$ cat src/rtl/cond_pkg.sv
// Shared types for the condition/execute stage: ARMv4 condition codes, NZCV flags,
// the EX/MEM register state, and the condition evaluator function.
package cond_pkg;

    typedef enum logic [3:0] {
        EQ = 4'd0,  NE = 4'd1,  CS = 4'd2,  CC = 4'd3,
        MI = 4'd4,  PL = 4'd5,  VS = 4'd6,  VC = 4'd7,
        HI = 4'd8,  LS = 4'd9,  GE = 4'd10, LT = 4'd11,
        GT = 4'd12, LE = 4'd13, AL = 4'd14, NV = 4'd15
    } cond_e;

    typedef struct packed {
        logic n;
        logic z;
        logic c;
        logic v;
    } flags_t;

    typedef enum logic {
        ST_EMPTY = 1'b0,
        ST_FULL  = 1'b1
    } reg_state_e;

    function automatic logic cond_pass(input cond_e cc, input flags_t f);
        logic pass;
        pass = 1'b0;
        case (cc)
            EQ: pass = f.z;
            NE: pass = !f.z;
            CS: pass = f.c;
            CC: pass = !f.c;
            MI: pass = f.n;
            PL: pass = !f.n;
            VS: pass = f.v;
            VC: pass = !f.v;
            HI: pass = f.c & !f.z;
            LS: pass = !f.c | f.z;
            GE: pass = (f.n == f.v);
            LT: pass = (f.n != f.v);
            GT: pass = !f.z & (f.n == f.v);
            LE: pass = f.z | (f.n != f.v);
            AL: pass = 1'b1;
            NV: pass = 1'b0;
            default: pass = 1'b0;
        endcase
        return pass;
    endfunction

endpackage

$ cat src/rtl/cond_exec_stage_if.sv
// Execute-side and memory-side handshake bundle of the condition/execute stage.
// master = surrounding pipeline, slave = cond_exec_stage.
interface cond_exec_stage_if #(
    parameter int N  = 32,
    parameter int RW = 4
);
    logic          ex_valid;
    logic          ex_ready;
    logic [3:0]    cond;
    logic [1:0]    flag_w;
    logic [N-1:0]  alu_result;
    logic [3:0]    alu_flags;
    logic [RW-1:0] rd;
    logic          pcs;
    logic          reg_w;
    logic          mem_w;
    logic          no_write;
    logic          flush;

    logic          mem_valid;
    logic          mem_ready;
    logic [N-1:0]  mem_result;
    logic [RW-1:0] mem_rd;
    logic          mem_reg_write;
    logic          mem_mem_write;
    logic          mem_pc_src;

    modport master (
        output ex_valid, cond, flag_w, alu_result, alu_flags, rd,
               pcs, reg_w, mem_w, no_write, flush, mem_ready,
        input  ex_ready, mem_valid, mem_result, mem_rd,
               mem_reg_write, mem_mem_write, mem_pc_src
    );

    modport slave (
        input  ex_valid, cond, flag_w, alu_result, alu_flags, rd,
               pcs, reg_w, mem_w, no_write, flush, mem_ready,
        output ex_ready, mem_valid, mem_result, mem_rd,
               mem_reg_write, mem_mem_write, mem_pc_src
    );
endinterface

$ cat src/rtl/cond_check.sv
// Pure combinational ARMv4 condition evaluator.
module cond_check
    import cond_pkg::*;
(
    input  cond_e  cond,
    input  flags_t flags,
    output logic   pass
);
    assign pass = cond_pass(cond, flags);
endmodule

$ cat src/rtl/cond_exec_stage.sv
// EX->MEM boundary: NZCV flag register, condition gating of writes, EX/MEM register.
// Optional COND_SQUASH_CNT_EN adds a saturating squashed-instruction counter.
//
// state    | meaning
// ST_EMPTY | EX/MEM register holds no instruction
// ST_FULL  | EX/MEM register holds an instruction for the memory stage
module cond_exec_stage
    import cond_pkg::*;
#(
    parameter int N  = 32,
    parameter int RW = 4
) (
    input  logic              clk,
    input  logic              reset,
    cond_exec_stage_if.slave  bus,
    output logic [3:0]        flags_q,
`ifdef COND_SQUASH_CNT_EN
    output logic [15:0]       squash_cnt,
`endif
    output logic              cond_ex
);

    reg_state_e    state_q, state_d;
    logic          ready;
    logic          accept;
    flags_t        flags_r;
    logic [N-1:0]  result_q;
    logic [RW-1:0] rd_q;
    logic          reg_write_q, mem_write_q, pc_src_q;

    cond_check u_cond_check (
        .cond  (cond_e'(bus.cond)),
        .flags (flags_r),
        .pass  (cond_ex)
    );

    always_ff @(posedge clk) begin
        if (reset) state_q <= ST_EMPTY;
        else       state_q <= state_d;
    end

    always_comb begin
        state_d = state_q;
        ready   = (state_q == ST_EMPTY) | bus.mem_ready;
        accept  = bus.ex_valid & ready & !bus.flush;
        case (state_q)
            ST_EMPTY: if (accept) state_d = ST_FULL;
            ST_FULL: begin
                if (accept)             state_d = ST_FULL;
                else if (bus.mem_ready) state_d = ST_EMPTY;
            end
            default: state_d = ST_EMPTY;
        endcase
    end

    // Result/rd keep their last value once consumed; only the write enables are cleared.
    always_ff @(posedge clk) begin
        if (reset) begin
            result_q    <= '0;
            rd_q        <= '0;
            reg_write_q <= 1'b0;
            mem_write_q <= 1'b0;
            pc_src_q    <= 1'b0;
        end else if (accept) begin
            result_q    <= bus.alu_result;
            rd_q        <= bus.rd;
            reg_write_q <= bus.reg_w & cond_ex & !bus.no_write;
            mem_write_q <= bus.mem_w & cond_ex;
            pc_src_q    <= bus.pcs & cond_ex;
        end else if (bus.mem_ready) begin
            reg_write_q <= 1'b0;
            mem_write_q <= 1'b0;
            pc_src_q    <= 1'b0;
        end
    end

    always_ff @(posedge clk) begin
        if (reset) begin
            flags_r <= '0;
        end else if (accept && cond_ex) begin
            if (bus.flag_w[1]) begin
                flags_r.n <= bus.alu_flags[3];
                flags_r.z <= bus.alu_flags[2];
            end
            if (bus.flag_w[0]) begin
                flags_r.c <= bus.alu_flags[1];
                flags_r.v <= bus.alu_flags[0];
            end
        end
    end

`ifdef COND_SQUASH_CNT_EN
    logic [15:0] squash_q;

    always_ff @(posedge clk) begin
        if (reset)
            squash_q <= '0;
        else if (accept && !cond_ex && squash_q != 16'hFFFF)
            squash_q <= squash_q + 16'd1;
    end

    assign squash_cnt = squash_q;
`endif

    assign flags_q           = flags_r;
    assign bus.ex_ready      = ready;
    assign bus.mem_valid     = (state_q == ST_FULL);
    assign bus.mem_result    = result_q;
    assign bus.mem_rd        = rd_q;
    assign bus.mem_reg_write = reg_write_q;
    assign bus.mem_mem_write = mem_write_q;
    assign bus.mem_pc_src    = pc_src_q;

endmodule

$ cat src/flat_wrapper.sv
// flat-port wrapper written by rule: the top's interface ports become plain ports
module cond_exec_stage_flat import cond_pkg::*;
#(
    parameter int N  = 32,
    parameter int RW = 4
)
  (clk, reset, flags_q, cond_ex, bus_ex_valid, bus_cond, bus_flag_w, bus_alu_result, bus_alu_flags, bus_rd, bus_pcs, bus_reg_w, bus_mem_w, bus_no_write, bus_flush, bus_mem_ready, bus_ex_ready, bus_mem_valid, bus_mem_result, bus_mem_rd, bus_mem_reg_write, bus_mem_mem_write, bus_mem_pc_src);
  cond_exec_stage_if #(.N(N), .RW(RW)) bus_i ();
  input  logic clk;
  input  logic reset;
  output logic [3:0] flags_q;
  output logic cond_ex;
  input wire logic [$bits(bus_i.ex_valid)-1:0] bus_ex_valid;
  input wire logic [$bits(bus_i.cond)-1:0] bus_cond;
  input wire logic [$bits(bus_i.flag_w)-1:0] bus_flag_w;
  input wire logic [$bits(bus_i.alu_result)-1:0] bus_alu_result;
  input wire logic [$bits(bus_i.alu_flags)-1:0] bus_alu_flags;
  input wire logic [$bits(bus_i.rd)-1:0] bus_rd;
  input wire logic [$bits(bus_i.pcs)-1:0] bus_pcs;
  input wire logic [$bits(bus_i.reg_w)-1:0] bus_reg_w;
  input wire logic [$bits(bus_i.mem_w)-1:0] bus_mem_w;
  input wire logic [$bits(bus_i.no_write)-1:0] bus_no_write;
  input wire logic [$bits(bus_i.flush)-1:0] bus_flush;
  input wire logic [$bits(bus_i.mem_ready)-1:0] bus_mem_ready;
  output wire logic [$bits(bus_i.ex_ready)-1:0] bus_ex_ready;
  output wire logic [$bits(bus_i.mem_valid)-1:0] bus_mem_valid;
  output wire logic [$bits(bus_i.mem_result)-1:0] bus_mem_result;
  output wire logic [$bits(bus_i.mem_rd)-1:0] bus_mem_rd;
  output wire logic [$bits(bus_i.mem_reg_write)-1:0] bus_mem_reg_write;
  output wire logic [$bits(bus_i.mem_mem_write)-1:0] bus_mem_mem_write;
  output wire logic [$bits(bus_i.mem_pc_src)-1:0] bus_mem_pc_src;
  assign bus_i.ex_valid = bus_ex_valid;
  assign bus_i.cond = bus_cond;
  assign bus_i.flag_w = bus_flag_w;
  assign bus_i.alu_result = bus_alu_result;
  assign bus_i.alu_flags = bus_alu_flags;
  assign bus_i.rd = bus_rd;
  assign bus_i.pcs = bus_pcs;
  assign bus_i.reg_w = bus_reg_w;
  assign bus_i.mem_w = bus_mem_w;
  assign bus_i.no_write = bus_no_write;
  assign bus_i.flush = bus_flush;
  assign bus_i.mem_ready = bus_mem_ready;
  assign bus_ex_ready = bus_i.ex_ready;
  assign bus_mem_valid = bus_i.mem_valid;
  assign bus_mem_result = bus_i.mem_result;
  assign bus_mem_rd = bus_i.mem_rd;
  assign bus_mem_reg_write = bus_i.mem_reg_write;
  assign bus_mem_mem_write = bus_i.mem_mem_write;
  assign bus_mem_pc_src = bus_i.mem_pc_src;
  cond_exec_stage #(.N(N), .RW(RW)) u_core (.clk(clk), .reset(reset), .bus(bus_i), .flags_q(flags_q), .cond_ex(cond_ex));
endmodule
$ cat config.mk
export PLATFORM = sky130hd
export DESIGN_NAME = cond_exec_stage_flat
export DESIGN_NICKNAME = d
export VERILOG_FILES = /design/src/rtl/cond_pkg.sv /design/src/rtl/cond_exec_stage_if.sv /design/src/rtl/cond_check.sv /design/src/rtl/cond_exec_stage.sv /design/src/flat_wrapper.sv
export SDC_FILE = /design/constraint.sdc
export NUM_CORES = 1
export LEC_CHECK = 0
export ABC_AREA = 1
export BUFFER_PORTS_ARGS = -buffer_cell sky130_fd_sc_hd__buf_4
export CAP_MARGIN = 10
export CORE_MARGIN = 2
export CORE_UTILIZATION = 47
export DETAILED_ROUTE_END_ITERATION = 10
export PLACE_DENSITY = 0.84
export RECOVER_POWER = 25
export SKIP_CTS_REPAIR_TIMING = 1
export SLEW_MARGIN = 20
export SYNTH_ARGS = -nofsm -noshare
export SYNTH_HDL_FRONTEND = slang
export SYNTH_SLANG_ARGS = --single-unit
export TNS_END_PERCENT = 100
$ cat constraint.sdc
create_clock -name clk -period 2.8 [get_ports clk]
set_input_delay 0 -clock clk [delete_from_list [all_inputs] [get_ports clk]]
set_output_delay 0 -clock clk [all_outputs]
set_load 0.02 [all_outputs]
## After elaboration in Yosys (flattened, before gate mapping)

Cells that the tools add are included.

- Bits in registers: 44
- Input bits: 55
- Output and inout bits: 46
- Word-level logic and storage cells: 59

- Eq/ne operators: 17
- Reduce and logical (&&, ||, !) cells: 11
- Mux-type cells: 9
- Bitwise logic cells: 12

Operator list:

| kind | count |
|---|---|
| equality test 4 bit, second input constant | 8 |
| equality test 4 x 3 -> 1 bit, second input constant | 4 |
| case mux 1 bit (16 select lines) | 1 |
| AND 1 bit | 8 |
| equality test 4 x 2 -> 1 bit, second input constant | 2 |
| two-way mux 1 bit | 7 |
| logical NOT 1 bit | 6 |
| equality test 4 x 1 -> 1 bit, second input constant | 1 |
| logical NOT 4 bit | 1 |
| AND reduction 2 bit | 2 |
| bitwise OR 1 bit | 3 |
| case mux 1 bit (2 select lines) | 1 |
| nonzero test 2 bit | 1 |
| equality test 1 bit | 1 |
| logical AND 1 bit | 1 |
| inequality test 1 bit | 1 |
| NOT 1 bit | 1 |

## Logic depth before layout (Yosys ltp)

- Depth in word-level cells: 6
- Depth in mapped cells: 14

## Cells and area by module

A second synthesis with hierarchy kept.

- Cell total of the unflattened synthesis: 255
- Area total of the unflattened synthesis: 1,864.3 um^2

By module, submodules not included:

| module | area an instance (um^2) | seq. area each (um^2) | cells an instance | instances |
|---|---|---|---|---|
| cond_exec_stage | 1,659.1 | 880.8 | 210 | 1 |
| cond_check | 205.2 | 0.0 | 45 | 1 |

## Worst setup path after synthesis

Ideal clock, no wire load.

- Kind: flip-flop to flip-flop
- Start: reg u_core.flags_r (netlist bit u_core.flags_q[3])
- End: reg u_core.flags_r (netlist bit u_core.flags_q[2])
- Path slack: 1,304 ps
- Path buffers: 0
- Library setup time: 110 ps
- Stages on the path, launching flop included: 14
- Arrival: 1,386 ps
- Cells stage by stage: dfxtp_1 -> inv_1 -> nand2_1 -> nand2_1 -> nand3_1 -> nand2_1 -> nand2_1 -> nand3_2 -> nand2_2 -> nand3_4 -> nand3_2 -> nand2_1 -> inv_1 -> nor2_1

- Longest elaborated chain between the ends: 5
- Elaborated cells on any way between the ends: 8
- Those cells by class: eq/ne (2); mux (1); bitwise (2); reduce/logical (3)

RTL lines:

| item | RTL line | text |
|---|---|---|
| from (decl) | cond_exec_stage.sv:26 | `flags_t flags_r;` |
| inequality test 1 bit / equality test 1 bit (equally long branches) | -- |  |
| bitwise OR 1 bit / AND 1 bit (equally long branches) | cond_pkg.sv:41, cond_pkg.sv:40 |  |
| case mux 1 bit (16 select lines) * | cond_pkg.sv:27 | `case (cc)` |
| net cond_ex | flat_wrapper.sv:12 | `output logic cond_ex;` |
| logical AND 1 bit * | cond_exec_stage.sv:80 | `end else if (accept && cond_ex) begin` |
| AND reduction 2 bit (no source line) * | -- |  |

Mark *: on every way through the listed nets, which the timed path passes. The rest lies on a longest branch.
A chain may end at the register's enable or synchronous reset.

==> run_results.csv <==
group,metric,value,unit
worst_setup_path,crit_required,3.02,ns
global_routing,grt_first_pass_wirelength,8217,um
power,irDropWorstVdd,0.3710,mV
floorplan,io_pins,101,
outcome,status,"finished with violations",
worst_hold_path,hp-class,"in2reg",
routing,vias_per_cell,5.204,
routing,first_pass_iters,4,
logic_synthesis,synth_cell_types,18,
logic_synthesis,ys_ff_latch,44,
sta,setup_viol,0,
layout,syn_to_final_growth,64.29,%
routing,wirelength,6634,um
routing,antenna_left,0,
global_routing,antenna_found_initial,0,
clock_network,cts_tree,"done",
layout,mostFrequentLayoutCells,"79 x nor2_1, 79 x buf_4, 44 x dfxtp_1",
sta,tightest_slew,1.042,ns
global_routing,gr-total-overflow,0,
sta,post-route-period-util,0.6589,
layout,diodes,0,
floorplan,die_w,66.02,um
logic_synthesis,syn_inst,253,
layout,final_cell_area,2970,um2
layout,finish.net_count,442,
power,p_leak,1.435,nW
routing,vias,2269,
worst_setup_path,worstSetupStartpointType,"input pin",
sta,relSlewSlack,0.3043,
sta,drv_slew,0,
floorplan,initial_core_util,0.4902,
worst_setup_path,cp-end-kind,"register",
logic_synthesis,syn_area_per_cell,7.146,um2
power,total_power,1.452,mW
sta,finalHoldViolCount,2,
floorplan,core_area,3689,um2
clock_network,cts_sinks,44,
sta,fmax,0.5421,GHz
global_routing,grt_start_max_net_pins,46,
sta,rsz0062_at_grt,"no",
clock_network,cts_buffers,5,
routing,drt_iter0_markers,187,
logic_synthesis,netlist_area,1808,um2
clock_network,clkTransAtPathRegs,0.09,ns
place,place_congestion,0.8761,
place,dpl_cell_area,2580,um2
worst_setup_path,critPathMaxFanout,40,
outcome,violations,"negative hold slack",
run,maxCapViolations,0,
clock_network,cts_buffer_depth,2,
clock_network,clock_latency,0.30,ns
floorplan,rows,22,
layout,final_core_util,0.8053,
routing,drc,0,
logic_synthesis,yosysWarnings,0,
worst_setup_path,critPathArrivalTime,2.07,ns
power,p_per_area,489.0,nW/um2
place,hpwl,3571,um
sta,tns,0,ns
place,io_buffers,100,
global_routing,globalRouteTotalUtil,0.2479,
routing,drt-wirelength-per-cell,15.22,um
logic_synthesis,syn-num-nets,308,
floorplan,dieArea,4359,um2
clock_network,htreeDepth,2,
logic_synthesis,ys_seq_area_frac,0.4872,
floorplan,die_h,66.02,um
layout,drive_above_1_share,0.2603,
global_routing,grt_pass1_vias,1848,
clock_network,cts-root-buf,"clkbuf_8",
sta,fin_skew,0.01272,ns
sta,timing.hold.ws,-0.02572,ns
sta,min_period,1.845,ns
worst_setup_path,worstSetupPathType,"in2reg",
[worst paths after layout]
check	from	end	slack (ns)	cells after the start
hold reg to reg	u_core.bus.mem_reg_write	u_core.bus.mem_reg_write	0.49	2
setup / recovery	reset	u_core.bus.mem_result[3]	0.96	5
setup reg to reg	u_core.bus.mem_valid	u_core.bus.mem_result[3]	1.21	6
hold / removal	bus_pcs	u_core.bus.mem_pc_src	-0.03	3
[synthesized netlist by cell type (all sizes together)]
cell type,instances,area share
nor2,83,0.18
nand4,4,0.014
dfxtp,44,0.49
nand2,27,0.059
buf,1,0.0028
o21ai,39,0.11
inv,20,0.042
a21oi,5,0.014
clkbuf,11,0.023
o211ai,2,0.0083
nand3,17,0.062
[critical path, stage by stage]
cell	delay [ns]
dlygate4sd3_1	0.55
buf_4	0.16
inv_1	0.75
o21ai_0	0.35
nor2_1	0.25
[per-layer routing]
layer,routed length [um],track usage
met5,0,0
met2,3421,0.4230
met1,2371,0.2777
met3,608,0.1107
met4,233,0.07398
[layout make-up]
class	instances	area [um2]
well taps	48	60.06
clock buffers	6	82.58
repair buffers	139	1056
inverters	20	75.07
flip-flops and latches	44	880.8
multi-input cells	177	805.8
fillers	256	718.2
clock inverters	2	10.01
[registers in the layout, summed over array words and instances, names as in the netlist]
register / flops
u_core.flags_q: 4
u_core.bus.mem_pc_src: 1
u_core.bus.mem_reg_write: 1
u_core.bus.mem_valid: 1
u_core.bus.mem_mem_write: 1
u_core.bus.mem_result: 32
u_core.bus.mem_rd: 4
[logic make-up after synthesis]
logic type,share of synthesized area
AOI/OAI and AO/OA,0.1301
buffers and inverters,0.06712
DFF,0.4872
and+or+nand+nor,0.3156
[metrics by stage]
step,std cells,setup WS (ns),hold slack [ns]
3_3_place_gp,390,1.366,0.2040
4_1_cts,398,1.150,-0.1140
5_1_grt,436,0.8764,0.006662
3_5_place_dp,390,1.315,0.2050
2_1_floorplan,253,1.304,0.06907
6_report,436,0.9552,-0.02572
[where the power goes]
part           total (mW)  switching [mW]  internal (mW)
Combinational       0.342           0.188          0.154
Clock               0.421           0.223          0.197
Sequential          0.690          0.0243          0.666
Total                1.45           0.436           1.02
No activity file was read; power rests on OpenSTA's default activity.
